[src/rtl/aes_round_sequencer.sv]
// AES-128 round sequencer: drives an external SubBytes/ShiftRows/MixColumns stage and applies AddRoundKey itself.
// Optional macro AES_SEQ_PERF_CNT_EN adds a last_latency output reporting accept-to-result cycles.
module aes_round_sequencer #(
  parameter int STATE_ARRAY_DIMENSION = 4,
  parameter int NUM_ROUNDS = 10,
  localparam int SW = 8 * STATE_ARRAY_DIMENSION * STATE_ARRAY_DIMENSION,
  localparam int RW = $clog2(NUM_ROUNDS + 1)
) (
  input  logic          clk,
  input  logic          reset,
  input  logic          valid,
  input  logic [SW-1:0] state_array,
  output logic          ready,
  output logic [SW-1:0] state_array_out,
  output logic          valid_out,
  input  logic          next_is_ready,
  output logic [1:0]    stage_sel,
  output logic          stage_valid,
  output logic [SW-1:0] stage_state,
  input  logic          stage_ready,
  input  logic          stage_valid_out,
  input  logic [SW-1:0] stage_state_in,
  output logic          stage_next_is_ready,
  output logic [RW-1:0] rk_index,
  input  logic [SW-1:0] round_key,
  output logic [2:0]    dbg_state
`ifdef AES_SEQ_PERF_CNT_EN
  ,
  output logic [15:0]   last_latency
`endif
);

  // Handshakes (upstream, downstream and stage): a transfer happens on a rising
  // edge where both valid and ready are 1; valid side holds its data until then.

  typedef enum logic [2:0] {
    S_IDLE    = 3'd0,
    S_ADDKEY0 = 3'd1,
    S_ISSUE   = 3'd2,
    S_WAIT    = 3'd3,
    S_ADDKEY  = 3'd4,
    S_DONE    = 3'd5
  } fsm_state_e;

  typedef enum logic [1:0] {
    STEP_SUB   = 2'd0,
    STEP_SHIFT = 2'd1,
    STEP_MIX   = 2'd2
  } step_e;

  fsm_state_e    state_q, state_d;
  step_e         step_q, step_d;
  logic [RW-1:0] round_q, round_d;
  logic [SW-1:0] data_q, data_d;
  logic          last_round;

  assign last_round      = (round_q == RW'(NUM_ROUNDS));
  assign stage_state     = data_q;
  assign state_array_out = data_q;
  assign dbg_state       = state_q;

  always_ff @(posedge clk) begin
    if (reset) begin
      state_q <= S_IDLE;
      step_q  <= STEP_SUB;
      round_q <= '0;
      data_q  <= '0;
    end else begin
      state_q <= state_d;
      step_q  <= step_d;
      round_q <= round_d;
      data_q  <= data_d;
    end
  end

  always_comb begin
    state_d             = state_q;
    step_d              = step_q;
    round_d             = round_q;
    data_d              = data_q;
    ready               = 1'b0;
    valid_out           = 1'b0;
    stage_valid         = 1'b0;
    stage_next_is_ready = 1'b0;
    stage_sel           = 2'd0;
    rk_index            = '0;
    case (state_q)
      S_IDLE: begin
        ready = 1'b1;
        if (valid) begin
          data_d  = state_array;
          round_d = '0;
          state_d = S_ADDKEY0;
        end
      end
      S_ADDKEY0: begin
        rk_index = '0;
        data_d   = data_q ^ round_key;
        round_d  = RW'(1);
        step_d   = STEP_SUB;
        state_d  = S_ISSUE;
      end
      S_ISSUE: begin
        stage_valid = 1'b1;
        stage_sel   = step_q;
        if (stage_ready) state_d = S_WAIT;
      end
      S_WAIT: begin
        stage_next_is_ready = 1'b1;
        if (stage_valid_out) begin
          data_d = stage_state_in;
          case (step_q)
            STEP_SUB: begin
              step_d  = STEP_SHIFT;
              state_d = S_ISSUE;
            end
            STEP_SHIFT: begin
              // The final round has no MixColumns.
              if (last_round) begin
                state_d = S_ADDKEY;
              end else begin
                step_d  = STEP_MIX;
                state_d = S_ISSUE;
              end
            end
            default: state_d = S_ADDKEY;
          endcase
        end
      end
      S_ADDKEY: begin
        rk_index = round_q;
        data_d   = data_q ^ round_key;
        if (last_round) begin
          state_d = S_DONE;
        end else begin
          round_d = round_q + RW'(1);
          step_d  = STEP_SUB;
          state_d = S_ISSUE;
        end
      end
      S_DONE: begin
        valid_out = 1'b1;
        if (next_is_ready) state_d = S_IDLE;
      end
      default: state_d = S_IDLE;
    endcase
  end

`ifdef AES_SEQ_PERF_CNT_EN
  // lat_cnt holds the index of the current cycle counted from the accept cycle,
  // so the value loaded when entering DONE is the cycle in which valid_out rises.
  logic [15:0] lat_cnt;
  logic [15:0] lat_inc;

  assign lat_inc = (lat_cnt == 16'hFFFF) ? lat_cnt : lat_cnt + 16'd1;

  always_ff @(posedge clk) begin
    if (reset) begin
      lat_cnt      <= '0;
      last_latency <= '0;
    end else begin
      if (state_q == S_IDLE) begin
        if (valid) lat_cnt <= 16'd1;
      end else begin
        lat_cnt <= lat_inc;
      end
      if (state_q != S_DONE && state_d == S_DONE) last_latency <= lat_inc;
    end
  end
`endif

endmodule

[config.mk]
export PLATFORM = sky130hd
export DESIGN_NAME = aes_round_sequencer
export DESIGN_NICKNAME = d
export VERILOG_FILES = /design/src/rtl/aes_round_sequencer.sv
export SDC_FILE = /design/constraint.sdc
export NUM_CORES = 1
export LEC_CHECK = 0
export BUFFER_PORTS_ARGS = -buffer_cell sky130_fd_sc_hd__buf_2
export CAP_MARGIN = 20
export CORE_AREA = 2 2 257 259
export CTS_CLUSTER_SIZE = 14
export DETAILED_ROUTE_END_ITERATION = 10
export DIE_AREA = 0 0 259 261
export HOLD_SLACK_MARGIN = 0.15
export SYNTH_ARGS = -nofsm -noshare
export SYNTH_HDL_FRONTEND = slang
export SYNTH_SLANG_ARGS = --single-unit
[constraint.sdc]
create_clock -name clk -period 2.4 [get_ports clk]
set_input_delay 0.72 -clock clk [delete_from_list [all_inputs] [get_ports clk]]
set_output_delay 0.72 -clock clk [all_outputs]
set_load 0.05 [all_outputs]
# Word-level counts from Yosys, hierarchy flattened
# Index checks and enable logic that the tools add are counted.
dict set report classes {
  n_bitwise 1
  mux 25
  n_eq_ne 14
  addsub 1
  reduce_logical 10
}
# cell count
set op_table {}
lappend op_table {{128-bit one-hot mux with 3 select lines} 1}
lappend op_table {{128-bit two-way mux} 2}
lappend op_table {{128-bit bitwise XOR} 1}
lappend op_table {{3-bit two-way mux} 6}
lappend op_table {{3-bit one-hot mux with 6 select lines} 1}
lappend op_table {{4-bit two-way mux} 3}
lappend op_table {{4-bit one-hot mux with 3 select lines} 1}
lappend op_table {{2-bit != test (second input constant)} 5}
lappend op_table {{3-bit nonzero test} 3}
lappend op_table {{2-bit two-way mux} 4}
lappend op_table {{3-bit by 2-bit == test with 1-bit output (second input constant)} 2}
lappend op_table {{3-bit == test (second input constant)} 2}
lappend op_table {{2-bit one-hot mux with 3 select lines} 1}
lappend op_table {{3-bit one-hot mux with 2 select lines} 1}
lappend op_table {{3-bit AND reduction} 2}
lappend op_table {{5-bit AND reduction} 1}
lappend op_table {{4-bit by 1-bit adder with 4-bit output (second input constant)} 1}
lappend op_table {{4-bit == test (second input constant)} 1}
lappend op_table {{1-bit two-way mux} 4}
lappend op_table {{2-bit one-hot mux with 2 select lines} 1}
lappend op_table {{4-bit AND reduction} 1}
lappend op_table {{3-bit by 1-bit == test with 1-bit output (second input constant)} 1}
lappend op_table {{3-bit zero test} 1}
lappend op_table {{3-bit by 2-bit != test with 1-bit output (second input constant)} 1}
lappend op_table {{other kinds (4)} 4}
dict set report totals {
  regBits 137
  in_bits 390
  output_inout_bits 269
  wordCells 55
}

# Depth between registers and ports, before layout
dict set report logic_depth {
  word_depth 5
  depth_mapped 8
  mapped_depth_nobuf 6
}

# Worst setup path before layout
# Ideal clock, no wire load.
dict set report synth_timing {
  path_kind {register -> output}
  from {register state_q[1], in the netlist dbg_state[1]}
  to {output stage_sel[0]}
  stages_incl_launch_ff 4
  n_path_buf 1
  arrival_time_ns 2.841
  required_time_ns 1.680
  slack_ns -1.161
  cell_sequence {dfxtp_1 > buf_2 > nor3b_1 > and2_1}
}
dict set report synth_between {
  elab_chain_len 2
}
# element line
set synth_lines {}
lappend synth_lines {{from (decl)} 51} ;# fsm_state_e state_q, state_d;
lappend synth_lines {{from (signal assigned)} 69} ;# state_q <= state_d;
lappend synth_lines {{3-bit by 2-bit == test with 1-bit output} 87} ;# case (state_q)
lappend synth_lines {{2-bit two-way mux} 87}
lappend synth_lines {{to (decl)} 17} ;# output logic [1:0] stage_sel,
# Every way passes these cells.

# Worst setup path in the final report
dict set report layout_timing {
  from {register state_q[0], in the netlist dbg_state[0]}
  to {output rk_index[0]}
}
dict set report layout_between {
  elab_chain_len 2
}
# element line
set layout_lines {}
lappend layout_lines {{3-bit == test} 87}
lappend layout_lines {{4-bit two-way mux} 87}
lappend layout_lines {{to (decl)} 24} ;# output logic [RW-1:0] rk_index,
# Every way passes these cells.

==> key figures <==
Placement
  • DP Worst Slack: about 0.16 ns
  • DP HPWL: 41600 microns
  • I/O Buffers: about 660
  • GPL Wtd Cong: approximately 0.90

Finish
  • Layout cells sized above 1: 0.341
  • Final core occ: 0.260
  • Layout area overhead: 32.6%
  • Commonest non-fill, non-tap cell in the layout: buf_2
  • Commonest cells after routing, fill and taps aside: buf_2, nor2_1, nand2b_1
  • # nets final: around 2700

Clock tree
  • Clk root buf: clkbuf_16
  • CTS tree: built
  • Worst-case clock buffer depth: 2
  • Clk slew on worst S/H paths: ~0.07 ns
  • H-tree Lvls: 4
  • CTS buffer count: 17
  • CTS Sinks: between 100 and 150
  • Clk_lat worst skew: 0.47 ns

Power
  • Share of power burned in registers: 0.219
  • Peak supply drop: around 0.00044 V
  • Internal power: approximately 0.007 W
  • Sw Pwr: slightly above 0.008 W
  • Switching Share: 0.531
  • PD cells: 909 mW/mm^2
  • Comb pwr share: 0.595
  • Leakage Power: about 7.4 nW
  • Clock share of power: 0.185
  • Total power: around 0.015 W

Worst setup path
  • Critical path data arrival time: around 1.6 ns
  • Worst setup SP type: flip-flop
  • Crit-path max FO: 11
  • Critical Path RT: 1.68 ns
  • Crit. End Element: output pin
  • Kind of critical path: reg -> out

Logic synthesis
  • Syn Area/Cell: 6.98 sq um
  • Gate Count Post-Synth: around 1800
  • Syn nets: about 2200
  • Synth warn: 0
  • Part of the Yosys area used for sequential elements: 0.215
  • Post-Syn Area: 0.0128 sq mm
  • Synth Register Bits: around 140
  • Main synth FF type: dfxtp_1
  • Async S/R FF share, synth: 0
  • Synth unique cells: 45
  • Post-synth EDFFs: 0

Timing
  • Worst-case clock skew: 0.0147 ns
  • Worst hold slack: just over 0.5 ns
  • Final Critical Period: ~2.3 ns
  • Final worst setup slack: about 0.064 ns
  • Pins over their slew limit: 0
  • Final hold vios: 0
  • Final setup viols: 0
  • Crit share post-route: 0.973
  • Max Freq: between 400 and 500 MHz
  • Worst Max-Slew Pin Slew: 0.670 ns
  • Setup TNS: 0 ns
  • Rel. slew slack: 0.553

Die
  • I/O pins: approximately 660
  • Core Region: ~0.065 sq mm
  • Die area: 0.0676 sq mm
  • Die W: 259 microns
  • Cell row count: 94
  • Starting Density: 0.196
  • Die Ht: 261 microns

Global routing
  • Total GRT Usage: 0.155
  • Remaining Overflow, GRT: 0
  • Initial antenna violation count: 7
  • Vias in the first global route: about 14000
  • Largest net degree at the start of global routing: 68
  • First-pass GRT wire length: around 83000 microns

Detailed routing
  • Total Wirelength: between 50000 and 60000 microns
  • Drt initial violations: around 1400
  • Routed Antenna Nets: 0
  • DR pass1 iterations: 6
  • Routed wl met2: 26700 microns
  • Met1 wire length: roughly 24000 microns
  • Max Used Layer: met5
  • Drt via density: just under 5
  • Drt drc: 0
  • DR WL met3: between 3000 and 4000 microns
  • Drt wl/cell: ~18 microns
  • Vias after detailed routing: around 15000

Flow run
  • MaxCap Viol Count: 0

Run status
  • Outcome: finished clean

Worst hold path
  • HP Class: reg -> reg
synthesized netlist by cell type (all sizes together) (3+ instances only):
cell    instances  area share
o32ai         105       0.072
o21ai          55       0.022
o21a          103       0.061
o211ai        207        0.12
dfxtp         137        0.21
nand2         133       0.039
a21oi         135       0.053
nor2          267       0.079
buf           195        0.11
nor2b          29       0.014
or3             3      0.0015
o211a          26       0.020
nand2b        234        0.11
and3            3      0.0015
o41ai          25       0.017
clkbuf        113       0.033
nor3           26       0.010
logic make-up after synthesis:
group                    after synthesis  share of synthesized area
adder cells (fa/ha/maj)                2                    0.00196
buffers and inverters                310                      0.139
AND/OR/NAND/NOR                      709                      0.268
multiplexers                           2                    0.00157
flip-flops                           137                      0.215
XOR/XNOR                               1                    0.00128
AO/OA/AOI/OAI                        667                      0.374
metrics by stage:
stage,area (sq um),instances
global placement,16200,3107
floorplan,12800,1828
global route,16900,3149
CTS,16900,3146
detailed placement,16200,3107
finish,16900,3150
repair_timing:
action,4_1_cts,5_1_grt
setup endpoints to repair,10,5
hold buffers,0,0
resized for setup,8,4
buffers inserted,7,2
endpoints found under the hold margin,0,0
power groups by stage:
stage	clock (W)	combinational, W	sequential, W
6_report	0.00285	0.00915	0.00337
5_1_grt	0.00303	0.00974	0.00344
4_1_cts	0.00295	0.00913	0.00338
3_5_place_dp	0	0.00910	0.00343
3_3_place_gp	0	0.00908	0.00343
2_1_floorplan	0	0.00575	0.00489
critical path, stage by stage (launching register included):
cell	delay, ns
dfxtp_4	0.41
or3b_4	0.43
nor2_4	0.15
buf_8	0.17
sequential cells by signal (all words and copies together), names as in the netlist:
signal	cells
stage_state	128
round_q	4
dbg_state	3
step_q	2
routing by layer:
metal | GRT usage | vias up
met5 | 0 | -
met4 | 0.0570 | 4
met3 | 0.0341 | 65
met2 | 0.253 | 662
met1 | 0.201 | 7161
li1 | - | 7344
path summary, 6_finish.rpt:
| path | from | endpoint | slack, ns | cells after the start |
|---|---|---|---|---|
| worst min register to register | stage_state[115]$_SDFFE_PP0P_ | stage_state[115]$_SDFFE_PP0P_ | 0.51 | 2 |
| worst max-delay path | dbg_state[0]$_SDFFE_PP0P_ | rk_index[0] | 0.06 | 3 |
| worst max register to register | dbg_state[2]$_SDFFE_PP0P_ | stage_state[85]$_SDFFE_PP0P_ | 0.35 | 8 |
| worst min-delay path | stage_state[115]$_SDFFE_PP0P_ | stage_state[115]$_SDFFE_PP0P_ | 0.51 | 2 |
final cells by class:
type	instances	area, sq um
Inverter	2	7.51
Clock inverter	6	85.1
Multi-Input combinational cell	1381	8320
Sequential cell	137	2750
Tap cell	864	1080
Antenna cell	2	5.00
Timing Repair Buffer	732	4160
Clock buffer	26	510
Fill cell	7220	48100
No activity file was read; power rests on OpenSTA's default activity.
